[config.mk]
export PLATFORM = sky130hd
export DESIGN_NAME = axi_cmd_responder
export DESIGN_NICKNAME = d
export VERILOG_FILES = /design/src/rtl/axi_cmd_responder.sv
export SDC_FILE = /design/constraint.sdc
export NUM_CORES = 1
export LEC_CHECK = 0
export BUFFER_PORTS_ARGS = -buffer_cell sky130_fd_sc_hd__clkbuf_2
export CORE_AREA = 2 2 112 114
export DETAILED_ROUTE_END_ITERATION = 7
export DIE_AREA = 0 0 114 116
export PLACE_DENSITY = 0.76
export SYNTH_ARGS = -nofsm -noshare
export SYNTH_HDL_FRONTEND = slang
export SYNTH_SLANG_ARGS = --single-unit
[constraint.sdc]
create_clock -name clk -period 4.15 [get_ports clk]
set_input_delay 0.415 -clock clk [delete_from_list [all_inputs] [get_ports clk]]
set_output_delay 0.415 -clock clk [all_outputs]
set_load 0.01 [all_outputs]
[src/rtl/axi_cmd_responder.sv]
// ---------------------------------------------------------------------------
// axi_cmd_responder
//
// Command-register responder for the regex coprocessor. Turns the host
// command/address/data/start-pointer registers into 32-bit BRAM writes and
// 16-bit BRAM reads, launches the matching core, supervises it with a
// timeout, and reports the run outcome through status_register.
//
// Ports:
//   clk, reset                 : system clock, synchronous active-high reset
//   data_in_register           : write data ([15:0] -> addr, [31:16] -> addr+1)
//   address_register           : half-word BRAM address (low bits used)
//   start_cc_pointer_register  : string start address handed to the core
//   cmd_register               : NOP=0, WRITE=1, READ=2, START=3, else NOP
//   status_register            : IDLE=0, RUNNING=1, ACCEPTED=2, REJECTED=3, ERROR=4
//   data_o_register            : {16'b0, last read half-word}
//   mem_addr/mem_wdata/mem_we  : registered BRAM port (host side)
//   mem_rdata                  : BRAM read data, one cycle after mem_addr
//   host_owns_mem              : 1 = responder drives BRAM, 0 = core drives it
//   core_start                 : one-cycle launch pulse
//   core_cc_pointer            : start pointer latched at launch
//   core_done, core_accept     : core completion pulse and verdict
//   core_abort                 : one-cycle pulse when the run times out
// ---------------------------------------------------------------------------
module axi_cmd_responder #(
    parameter int REG_WIDTH      = 32,
    parameter int MEM_ADDR_WIDTH = 12,
    parameter int TIMEOUT_CYCLES = 65535
) (
    input  logic                      clk,
    input  logic                      reset,
    input  logic [REG_WIDTH-1:0]      data_in_register,
    input  logic [REG_WIDTH-1:0]      address_register,
    input  logic [REG_WIDTH-1:0]      start_cc_pointer_register,
    input  logic [REG_WIDTH-1:0]      cmd_register,
    output logic [REG_WIDTH-1:0]      status_register,
    output logic [REG_WIDTH-1:0]      data_o_register,
    output logic [MEM_ADDR_WIDTH-1:0] mem_addr,
    output logic [31:0]               mem_wdata,
    output logic                      mem_we,
    input  logic [15:0]               mem_rdata,
    output logic                      host_owns_mem,
    output logic                      core_start,
    output logic [REG_WIDTH-1:0]      core_cc_pointer,
    input  logic                      core_done,
    input  logic                      core_accept,
    output logic                      core_abort
);

    localparam int CNT_W = $clog2(TIMEOUT_CYCLES + 1);
    localparam logic [CNT_W-1:0] CNT_LAST = CNT_W'(TIMEOUT_CYCLES - 1);

    typedef enum logic [2:0] {
        ST_IDLE     = 3'd0,
        ST_RUNNING  = 3'd1,
        ST_ACCEPTED = 3'd2,
        ST_REJECTED = 3'd3,
        ST_ERROR    = 3'd4
    } state_t;

    typedef enum logic [1:0] {
        CMD_NOP   = 2'd0,
        CMD_WRITE = 2'd1,
        CMD_READ  = 2'd2,
        CMD_START = 2'd3
    } cmd_t;

    state_t                    state_q, state_d;
    cmd_t                      prev_cmd_q, prev_cmd_d;
    cmd_t                      cmd_dec;
    logic [CNT_W-1:0]          cnt_q, cnt_d;
    logic [MEM_ADDR_WIDTH-1:0] mem_addr_q, mem_addr_d;
    logic [31:0]               mem_wdata_q, mem_wdata_d;
    logic                      mem_we_q, mem_we_d;
    logic                      rd_p1_q, rd_p1_d;   // read address presented to BRAM
    logic                      rd_p2_q, rd_p2_d;   // read data on mem_rdata this cycle
    logic [15:0]               dout_q, dout_d;
    logic                      core_start_q, core_start_d;
    logic                      core_abort_q, core_abort_d;
    logic [REG_WIDTH-1:0]      ptr_q, ptr_d;

    // Upper address bits are intentionally ignored.
    logic unused_addr_bits;
    assign unused_addr_bits = ^address_register[REG_WIDTH-1:MEM_ADDR_WIDTH];

    // Unknown command codes collapse to NOP.
    always_comb begin
        cmd_dec = CMD_NOP;
        if (cmd_register == REG_WIDTH'(1)) cmd_dec = CMD_WRITE;
        else if (cmd_register == REG_WIDTH'(2)) cmd_dec = CMD_READ;
        else if (cmd_register == REG_WIDTH'(3)) cmd_dec = CMD_START;
    end

    always_comb begin
        state_d      = state_q;
        prev_cmd_d   = cmd_dec;
        cnt_d        = cnt_q;
        mem_addr_d   = mem_addr_q;
        mem_wdata_d  = mem_wdata_q;
        mem_we_d     = 1'b0;
        rd_p1_d      = 1'b0;
        rd_p2_d      = rd_p1_q;
        dout_d       = dout_q;
        core_start_d = 1'b0;
        core_abort_d = 1'b0;
        ptr_d        = ptr_q;

        // Reads already in flight complete regardless of the current state;
        // the BRAM sampled our address before any hand-over to the core.
        if (rd_p2_q) begin
            dout_d = mem_rdata;
        end

        if (state_q != ST_RUNNING) begin
            unique case (cmd_dec)
                CMD_WRITE: begin
                    // 32-bit writes must be half-word-pair aligned.
                    if (address_register[0]) begin
                        state_d = ST_ERROR;
                    end else begin
                        mem_we_d    = 1'b1;
                        mem_addr_d  = address_register[MEM_ADDR_WIDTH-1:0];
                        mem_wdata_d = data_in_register[31:0];
                    end
                end
                CMD_READ: begin
                    mem_addr_d = address_register[MEM_ADDR_WIDTH-1:0];
                    rd_p1_d    = 1'b1;
                end
                CMD_START: begin
                    // Edge-triggered so a held START launches only once.
                    if (prev_cmd_q != CMD_START) begin
                        ptr_d        = start_cc_pointer_register;
                        core_start_d = 1'b1;
                        state_d      = ST_RUNNING;
                        cnt_d        = '0;
                    end
                end
                default: ;
            endcase
        end else begin
            if (cnt_q != CNT_LAST) begin
                cnt_d = cnt_q + 1'b1;
            end
            // A done arriving on the timeout cycle takes priority.
            if (core_done) begin
                state_d = core_accept ? ST_ACCEPTED : ST_REJECTED;
            end else if (cnt_q == CNT_LAST) begin
                core_abort_d = 1'b1;
                state_d      = ST_ERROR;
            end
        end
    end

    always_ff @(posedge clk) begin
        if (reset) begin
            state_q      <= ST_IDLE;
            prev_cmd_q   <= CMD_NOP;
            cnt_q        <= '0;
            mem_addr_q   <= '0;
            mem_wdata_q  <= '0;
            mem_we_q     <= 1'b0;
            rd_p1_q      <= 1'b0;
            rd_p2_q      <= 1'b0;
            dout_q       <= '0;
            core_start_q <= 1'b0;
            core_abort_q <= 1'b0;
            ptr_q        <= '0;
        end else begin
            state_q      <= state_d;
            prev_cmd_q   <= prev_cmd_d;
            cnt_q        <= cnt_d;
            mem_addr_q   <= mem_addr_d;
            mem_wdata_q  <= mem_wdata_d;
            mem_we_q     <= mem_we_d;
            rd_p1_q      <= rd_p1_d;
            rd_p2_q      <= rd_p2_d;
            dout_q       <= dout_d;
            core_start_q <= core_start_d;
            core_abort_q <= core_abort_d;
            ptr_q        <= ptr_d;
        end
    end

    assign status_register = {{(REG_WIDTH-3){1'b0}}, state_q};
    assign data_o_register = {{(REG_WIDTH-16){1'b0}}, dout_q};
    assign mem_addr        = mem_addr_q;
    assign mem_wdata       = mem_wdata_q;
    assign mem_we          = mem_we_q;
    assign host_owns_mem   = (state_q != ST_RUNNING);
    assign core_start      = core_start_q;
    assign core_abort      = core_abort_q;
    assign core_cc_pointer = ptr_q;

endmodule

==> results of run 1 <==
==> kinds of logic (layout without fill, tap and decap cells) <==
group | after synthesis | after routing | synth area share
muxes | 29 | 29 | 0.0590
buffers and inverters | 84 | 268 | 0.108
xor gates and xnor gates | 12 | 12 | 0.0214
other | 1 | 45 | 0.000762
DFF | 118 | 118 | 0.480
and+or+nand+nor | 252 | 252 | 0.242
AOI/OAI and AO/OA | 78 | 78 | 0.0834
adders and majority gates | 2 | 2 | 0.00509
==> Yosys cell counts <==
library cell,count
a211oi_1,3
a21o_1,1
a21oi_1,69
a31o_2,2
and2_1,1
and4_1,1
buf_1,1
buf_2,10
buf_4,46
buf_6,4
clkbuf_1,17
conb_1,1
dfxtp_1,118
ha_1,2
inv_1,6
mux2i_1,29
nand2_1,140
nand2b_1,3
nand3_1,10
nand4_1,4
nand4_2,1
nand4b_1,1
nor2_1,38
nor2b_1,1
nor3_1,21
nor3b_1,4
nor3b_2,1
nor4_1,8
nor4_2,9
nor4_4,1
nor4b_1,1
o21ai_0,2
o31ai_1,1
or2_1,1
or2_2,1
or3_1,2
or4_1,3
xnor2_1,12
==> per-layer routing <==
metal / GRT usage / wire length, µm / vias up
met5: 0 / 0 / -
met4: 0.0764 / 277 / 0
li1: - / - / 2269
met1: 0.205 / 4960 / 2013
met2: 0.310 / 5910 / 191
met3: 0.0711 / 1150 / 20
==> stage by stage <==
step                      std cells  hold slack, ns  instance area (µm²)   util
after detailed placement        919           0.443                 5950  0.499
after global routing            951           0.220                 6540  0.549
after floorplan                 620           0.414                 5080      -
after CTS                       951           0.214                 6540  0.549
after global placement          919           0.429                 5950  0.499
final                           951           0.230                 6540  0.549
==> where the power goes <==
group | internal, µW | total [µW] | switching, µW
clock | 970 | 1450 | 483
sequential | 1130 | 1130 | 0.000000162
combinational | 48.3 | 113 | 64.4
total | 2150 | 2700 | 547
==> tightest hold or removal path: stages <==
cell	delay [ns]
clkbuf_2	0.08
nand2_1	0.04
a21oi_1	0.05
==> worst max-delay path by stage <==
| stage | cells after the start | endpoint | slack (ns) |
|---|---|---|---|
| after CTS | 6 | cnt_q[0] | 1.38 |
| after floorplan | 7 | core_cc_pointer[10] | 2.12 |
| final | 6 | cnt_q[0] | 1.41 |
| after global routing | 6 | cnt_q[1] | 1.09 |
| after detailed placement | 6 | cnt_q[1] | 1.19 |
| after global placement | 6 | cnt_q[1] | 1.23 |
==> sequential cells by signal, summed over array words and instances, names as in the netlist <==
signal and cells:
core_cc_pointer 32, mem_addr 12, prev_cmd_q 2, rd_p2_q 1
core_abort 1, cnt_q 16, state_q 3, core_start 1
dout_q 16, rd_p1_q 1, mem_we 1, mem_wdata 32
==> area by class of cell <==
cell class                 instances  area, µm²  area share
sequential                       118       2360       0.361
multi-input combinational        418       2220       0.339
timing repair buffer             230       1160       0.178
clock buffer                      23        468      0.0715
tap                              147        184      0.0281
clock inverter                     9        125      0.0191
inverter                           6       22.5     0.00344
==> key figures, run 1 <==
Synthesis
  – Post-synth cell types: 38
  – Syn. warnings: 0
  – Avg Inst Size Synth: between 8 and 9 µm²
  – Post-Synthesis Cells: roughly 580
  – Area leader, netlist: dfxtp_1
  – Count of state elements after synthesis: ~120
  – Seq/Total Area, Yosys: 0.480
  – Cell Area, Synth: 0.00492 mm²
  – Top area cells in the synthesized netlist: dfxtp_1 (48%), nand2_1 (11%), a21oi_1 (7.0%)
  – Synth top area share: 0.480

Pwr
  – Peak supply drop: 0.237 mV
  – Leak: roughly 0.0028 µW
  – Power Dens Cells: around 410 mW/mm²
  – Final Power: ~2700 µW

Clock network
  – CTS Hold Bufs: 0
  – Post-CTS setup buffer count: 0
  – CTS Buf Count: 17
  – Reg clk slew, reported paths: about 0.05 ns
  – Clock latency on the worst-skew pair: roughly 0.41 ns
  – Root buffer cell: clkbuf_16
  – Resized Gates After CTS: 0
  – Clock Path Buffers: 2
  – TritonCTS clock tree: done
  – CTS H-tree lvls: 4
  – TritonCTS Sinks: 118

Timing
  – RSZ-0062 raised after global routing: no
  – Slew margin rel.: 0.227
  – Measured slew at the worst slew-check pin: between 1 and 1.5 ns
  – Minimum clock period: 2.74 ns
  – Period utilisation layout: 0.661
  – Final setup fails: 0
  – Setup_tns: 0 ns
  – Slew Limit Fails: 0
  – Achievable clock frequency: between 300 and 400 MHz
  – Hold Vio Cnt, Final: 0
  – Clk_skew: about 0.0052 ns
  – Post-route setup slack: 1.41 ns

Floorplanning
  – Core area: approximately 0.012 mm²
  – Die Area: roughly 0.013 mm²
  – # IOs: slightly below 300
  – Rows: 40
  – Initial core utilization: 0.413
  – Die H: about 120 µm
  – Die width: 114 µm

Final layout
  – ANT cells: 0
  – Area Overhead vs Synth: 33.0%
  – Most frequent cells in the layout: clkbuf_2 (225), nand2_1 (140), dfxtp_1 (118), a21oi_1 (69), conb_1 (45)
  – Nets: around 940
  – Share of post-route cells with drive strength above 1: 0.341
  – Fillers: between 1000 and 1500
  – Most common cell after layout, fill and taps aside: clkbuf_2

Worst hold path
  – Hold Crit Endpoint: mem_wdata[10]
  – Hold_sp: data_in_register[10]
  – Hold Crit Class: in -> reg
  – Hold path depth: 3

Worst setup path
  – R2R cell count: 6
  – Crit-path max cell delay: between 0.9 and 1 ns
  – RR Startpoint: state_q[2]
  – Largest delay share family, worst path: simple AND/OR/NAND/NOR gates
  – RR Endpoint: cnt_q[0]
  – Critical Path Source: state_q[2]
  – Setup CP Type: reg -> reg
  – CP Launch Type: register
  – Crit-path max FO: 34
  – Crit-path slowest cell: or4_1
  – CP Buf/Inv Count: 1
  – Cell repeated most along the worst path: nand3_1
  – Crit path required time: 4.48 ns
  – Flop2flop setup slack: 1.41 ns
  – Critical Path, Cell by Cell: nor3b_2 > inv_1 > nand3_1 > or4_1 > nand3_1 > a21oi_1
  – Setup crit end kind: register
  – CP Data Arrival Time: a little over 3 ns

Placement
  – GP Congestion: between 0.7 and 0.8
  – DP HPWL: 8970 µm
  – Port Buffers: 226
  – Place WS: roughly 1.2 ns

Drt
  – Via total after detailed routing: 4493
  – Final wirelength: 12300 µm
  – DRC errors left: 0
  – Avg WL per Cell: between 10 and 15 µm
  – Drt via density: between 4 and 5
  – Antenna-violating nets left: 0
  – Starting DRT DRC Count: 325
  – 1st-pass router iterations: 4

Global route
  – Pin count of the biggest net entering global routing: 96
  – First-pass GRT wire length: 19000 µm
  – Remaining Overflow, GRT: 0
  – Number of global-route vias before repair: roughly 4200
  – Gr usage total: 0.182
  – Initial antenna violation count: 0

Run status
  – Status: complete, no violations

Flow run
  – Maxcap violations: 0
Note: power is estimated with default switching activity, not from simulation.
==> inputs of run 2 (changes only) <==
- CORE_AREA: 2 2 112 114 -> unset
- CORE_MARGIN: unset -> 2
- CORE_UTILIZATION: unset -> 39
- DIE_AREA: 0 0 114 116 -> unset
- clock period: 4.15 -> 2.3 ns (I/O delays scaled with it)
==> key figures, run 2 (synthesis gave the netlist of run 1 again) <==
Timing
  – Achievable clock frequency: 536 MHz (+47%)
  – Hold Vio Cnt, Final: 0 (unchanged)
  – Measured slew at the worst slew-check pin: 0.613 ns (-0.547 ns)
  – Setup_tns: 0 ns (unchanged)
  – Period utilisation layout: 0.812 (+0.151)
  – Slew margin rel.: 0.592 (+0.365)
  – Minimum clock period: 1.87 ns (-0.876 ns)
  – Slew Limit Fails: 0 (unchanged)
  – Final setup fails: 0 (unchanged)
  – Clk_skew: 0.00637 ns (+0.00121 ns)
  – RSZ-0062 raised after global routing: no

Pwr
  – Clock Power Share: 0.514 (-0.024)
  – Leak: 0.00285 µW (+2.9%)
  – Power Dens Cells: 693 mW/mm² (+68%)
  – Reg power frac: 0.441 (+0.021)
  – Power share of the combinational group: 0.046 (+0.004)
  – Peak supply drop: 0.365 mV (+54%)
  – P_sw: 994 µW (+82%)
  – Int Power: 3650 µW (+69%)
  – Switching Fraction: 0.214 (+0.0115)

Run status
  – Status: complete, no violations

Floorplanning
  – Core area: 0.0125 mm² (+4.7%)
  – Die width: 116 µm (+2.0%)
  – Rows: 41 (+2.5%)
  – Initial core utilization: 0.395 (-0.0184)
  – Die Area: 0.0135 mm² (+2.3%)
  – # IOs: 292 (unchanged)
  – Die H: 116 µm (+0.27%)

Worst setup path
  – Crit-path slowest cell: or4_1
  – Crit-path max FO: 22 (-35%)
  – Crit-path max cell delay: 0.59 ns (-0.33 ns)
  – CP Data Arrival Time: 2.12 ns (-0.95 ns)
  – Critical Path, Cell by Cell: nor3b_2 > inv_1 > nand2_1 > or4_1 > buf_4 > nand2_1 > a21oi_1
  – Crit path required time: 2.56 ns (-1.92 ns)
  – Setup crit end kind: register
  – CP Buf/Inv Count: 2 (+1)
  – Largest delay share family, worst path: simple AND/OR/NAND/NOR gates
  – Cell repeated most along the worst path: nand2_1
  – CP Launch Type: register
  – Setup CP Type: reg -> reg

Placement
  – Port Buffers: 226 (unchanged)
  – DP HPWL: 9160 µm (+2.1%)
  – GP Congestion: 0.815 (+3.2%)

Clock network
  – CTS Hold Bufs: 0 (unchanged)
  – Reg clk slew, reported paths: 0.05 ns (about the same)
  – CTS Buf Count: 17 (unchanged)
  – Clock latency on the worst-skew pair: 0.40 ns (about the same)
  – TritonCTS Sinks: 118 (unchanged)
  – Post-CTS setup buffer count: 0 (unchanged)
  – Root buffer cell: clkbuf_16
  – CTS H-tree lvls: 4 (unchanged)
  – TritonCTS clock tree: done
  – Clock Path Buffers: 2 (unchanged)
  – Resized Gates After CTS: 0 (unchanged)

Global route
  – Number of global-route vias before repair: 4012 (-4.7%)
  – First-pass GRT wire length: 18400 µm (-3.4%)
  – Initial antenna violation count: 0 (unchanged)
  – Remaining Overflow, GRT: 0 (unchanged)
  – Gr usage total: 0.174 (-0.00767)
  – Pin count of the biggest net entering global routing: 53 (-45%)

Drt
  – Final wirelength: 12400 µm (+0.60%)
  – Via total after detailed routing: 4522 (+0.65%)
  – DRC errors left: 0 (unchanged)
  – Drt via density: 4.57 (-3.2%)
  – Starting DRT DRC Count: 176 (-46%)
  – 1st-pass router iterations: 4 (unchanged)
  – Avg WL per Cell: 12.5 µm (-3.3%)
  – Antenna-violating nets left: 0 (unchanged)

Final layout
  – Most frequent cells in the layout: clkbuf_2 (225), nand2_1 (140), dfxtp_1 (118), a21oi_1 (69), conb_1 (45)
  – Most common cell after layout, fill and taps aside: clkbuf_2
  – Register area: 0.00236 mm² (unchanged)
  – Share of post-route cells with drive strength above 1: 0.355 (+0.0142)
  – Multi-input gate area: 0.00221 mm² (-0.28%)
  – Post-layout util: 0.537 (-0.0118)
  – ANT cells: 0 (unchanged)
  – Area Overhead vs Synth: 36.2%
  – Fillers: 1175 (+4.5%)
  – Nets: 956 (+1.6%)

Worst hold path
  – Hold Crit Class: in -> reg

Flow run
  – Maxcap violations: 0 (unchanged)
-- run 2: cell count changes in the layout (fill, tap and decap cells not counted), sizes merged --
cell	delta
buf	+15
clkinv	+4
clkbuf	-4
bufinv	-2
-- run 2: worst paths after layout --
path	to	slack [ns]	start	depth (start not counted)
worst max register to register	mem_wdata[17]	0.43	state_q[0]	7
worst min register to register	rd_p2_q	0.44	rd_p1_q	1
worst max-delay path	mem_wdata[17]	0.43	state_q[0]	7
worst min-delay path	mem_wdata[6]	0.05	data_in_register[6]	3
-- run 2: worst reg2reg max path, delay by kind of cell, from the launching register on --
| kind | cells | cell delay (ns) |
|---|---|---|
| buffers and inverters | 2 | 0.36 |
| AND/OR/NAND/NOR | 4 | 0.98 |
| flip-flops | 1 | 0.32 |
| AO/OA/AOI/OAI | 1 | 0.06 |
-- run 2: power by group through the flow --
stage / registers, µW / clock network (µW) / logic, µW
after floorplan: 2090 / 0 / 135
after global placement: 2090 / 0 / 210
after detailed placement: 2090 / 0 / 210
after CTS: 2050 / 2450 / 211
after global routing: 2040 / 2550 / 236
final: 2050 / 2380 / 211
-- run 2: cell type report --
class                      count  share of cell area
timing repair buffer         245               0.202
clock buffer                  19              0.0676
inverter                       6             0.00336
sequential                   118               0.353
tap                          172              0.0321
clock inverter                11              0.0127
multi-input combinational    418               0.330
-- run 2: per-stage QoR --
stage	setup slack, ns	power (µW)	hold slack [ns]	cells	area, µm²
after CTS	0.444	4700	0.0272	989	6700
after global placement	0.168	2300	0.432	959	6160
after detailed placement	0.160	2300	0.431	959	6160
after global routing	0.268	4830	0.0339	989	6700
final	0.433	4640	0.0479	989	6700
after floorplan	0.457	2220	0.307	620	5080
-- run 2: metal layers --
metal	wire length, µm	GRT usage	vias up
li1	-	-	2298
met1	5230	0.198	2010
met2	5880	0.299	197
met3	1050	0.0602	17
met4	210	0.0738	0
met5	0	0	-
==> inputs of run 3 (changes only) <==
- clock period: 2.3 -> 1.59 ns (I/O delays scaled with it)
==> key figures, run 3 (synthesis gave the netlist of run 1 again) <==
Run status
  – Status: finished, violations left
  – Failing checks: negative setup slack

Final layout
  – Register area: 0.00237 mm² (+0.48%)
  – Fillers: 912 (-22%)
  – Most common cell after layout, fill and taps aside: clkbuf_2
  – Multi-input gate area: 0.00256 mm² (+16%)
  – Share of post-route cells with drive strength above 1: 0.428 (+0.0729)
  – Nets: 1093 (+14%)
  – Final std cells w/o fill: 1128 (+14%)
  – Post-layout util: 0.685 (+0.148)
  – ANT cells: 0 (unchanged)
  – Most frequent cells in the layout: clkbuf_2 (225), nand2_1 (122), dfxtp_1 (109), dlygate4sd3_1 (81), a21oi_1 (56)
  – Area Overhead vs Synth: 73.6%

Placement
  – Port Buffers: 226 (unchanged)
  – DP HPWL: 9550 µm (+4.2%)
  – Post-placement cell count: 996 (+3.9%)
  – GP Congestion: 0.805 (-1.1%)

Worst setup path
  – R2R cell count: 7 (unchanged)
  – Setup crit end kind: register
  – Crit-path max FO: 13 (-41%)
  – Critical Path, Cell by Cell: nor3b_4 > inv_2 > nand2_2 > or4_4 > clkbuf_16 > nand2_1 > a21oi_1
  – Crit path required time: 1.86 ns (-0.70 ns)
  – CP Data Arrival Time: 1.94 ns (-0.18 ns)
  – Crit-path max cell delay: 0.55 ns (-0.04 ns)
  – Crit-path slowest cell: or4_4
  – CP Launch Type: register
  – Setup CP Type: reg -> reg

Flow run
  – Maxcap violations: 0 (unchanged)

Global route
  – Number of global-route vias before repair: 4780 (+19%)
  – Pin count of the biggest net entering global routing: 59 (+11%)
  – Gr usage total: 0.209 (+0.0341)
  – First-pass GRT wire length: 22300 µm (+21%)
  – Remaining Overflow, GRT: 0 (unchanged)
  – Initial antenna violation count: 0 (unchanged)

Drt
  – Avg WL per Cell: 14.8 µm (+19%)
  – DRC errors left: 0 (unchanged)
  – 1st-pass router iterations: 5 (+1)
  – Drt via density: 4.71 (+3.0%)
  – Final wirelength: 16700 µm (+35%)
  – Antenna-violating nets left: 0 (unchanged)
  – Via total after detailed routing: 5314 (+18%)
  – Starting DRT DRC Count: 237 (+35%)

Worst hold path
  – Hold Crit Class: in -> reg
  – Hold path depth: 3 (unchanged)

Clock network
  – Reg clk slew, reported paths: 0.06 ns (about the same)
  – CTS H-tree lvls: 4 (unchanged)
  – CTS Buf Count: 17 (unchanged)
  – Root buffer cell: clkbuf_16
  – TritonCTS clock tree: done
  – Clock Path Buffers: 2 (unchanged)
  – TritonCTS Sinks: 118 (unchanged)
  – Clock latency on the worst-skew pair: 0.40 ns (about the same)

Floorplanning
  – Die H: 116 µm (unchanged)
  – Die Area: 0.0135 mm² (unchanged)
  – # IOs: 292 (unchanged)
  – Core area: 0.0125 mm² (unchanged)
  – Initial core utilization: 0.395 (unchanged)
  – Die width: 116 µm (unchanged)
  – Rows: 41 (unchanged)

Timing
  – Period utilisation layout: 1.05 (+0.234)
  – Slew Limit Fails: 0 (unchanged)
  – Post-route setup slack: -0.0726 ns (-0.506 ns)
  – Minimum clock period: 1.66 ns (-0.204 ns)
  – Final setup fails: 31 (+31)
  – Hold Vio Cnt, Final: 0 (unchanged)
  – Achievable clock frequency: 601 MHz (+12%)
  – RSZ-0062 raised after global routing: yes
  – Clk_skew: 0.0111 ns (+0.00472 ns)

Pwr
  – Peak supply drop: 0.666 mV (+82%)
  – Power Dens Cells: 836 mW/mm² (+21%)
  – Leak: 0.00361 µW (+26%)
## run 3: timing repair
action,CTS,global route
hold buffers,81,0
endpoints found under the hold margin,81,0
cloned,1,8
setup endpoints to repair,88,93
pin swaps,8,20
buffers inserted,4,6
resized for setup,18,66
## run 3: area by class of cell
type                       instances  share of cell area
clock buffer                      19              0.0530
sequential                       118               0.278
timing repair buffer             382               0.327
multi-input combinational        418               0.300
inverter                           6             0.00264
clock inverter                    13              0.0146
tap                              172              0.0252
## run 3: power by group
group | internal, µW | leakage (µW) | switching, µW
combinational | 285 | 0.00238 | 240
sequential | 2960 | 0.000954 | 0.000000435
clock | 2250 | 0.000268 | 1410
## run 3: path summary, 6_finish.rpt
check	from	to	slack [ns]
setup / recovery	state_q[0]	mem_wdata[27]	-0.07
hold reg to reg	rd_p1_q	rd_p2_q	0.43
hold / removal	mem_rdata[12]	dout_q[12]	0.005
setup reg to reg	state_q[0]	mem_wdata[27]	-0.07
## run 3: critical path, delay by kind of cell (launching register included)
family | cells | cell delay, ns
buffers and inverters | 2 | 0.30
AO/OA/AOI/OAI | 1 | 0.08
AND/OR/NAND/NOR | 4 | 0.84
flip-flops | 1 | 0.32
## run 3: per-layer routing
metal	routed length (µm)	track usage	up-vias
met5	0	0	-
met4	367	0.0722	0
met1	6580	0.234	2472
met3	1150	0.0571	34
li1	-	-	2573
met2	8640	0.379	235
## run 3: stage by stage
stage	setup WS [ns]	TNS [ns]	area [µm²]	power (µW)	hold slack [ns]
5_1_grt	-0.141	-5.93	8540	7370	0.0194
2_1_floorplan	-0.143	-8.04	5190	3220	0.236
4_1_cts	-0.0428	-0.319	8060	7170	0.000404
6_report	-0.0726	-0.740	8540	7140	0.00543
3_3_place_gp	-0.297	-17.94	6540	3360	0.388
3_5_place_dp	-0.347	-20.82	6540	3360	0.389
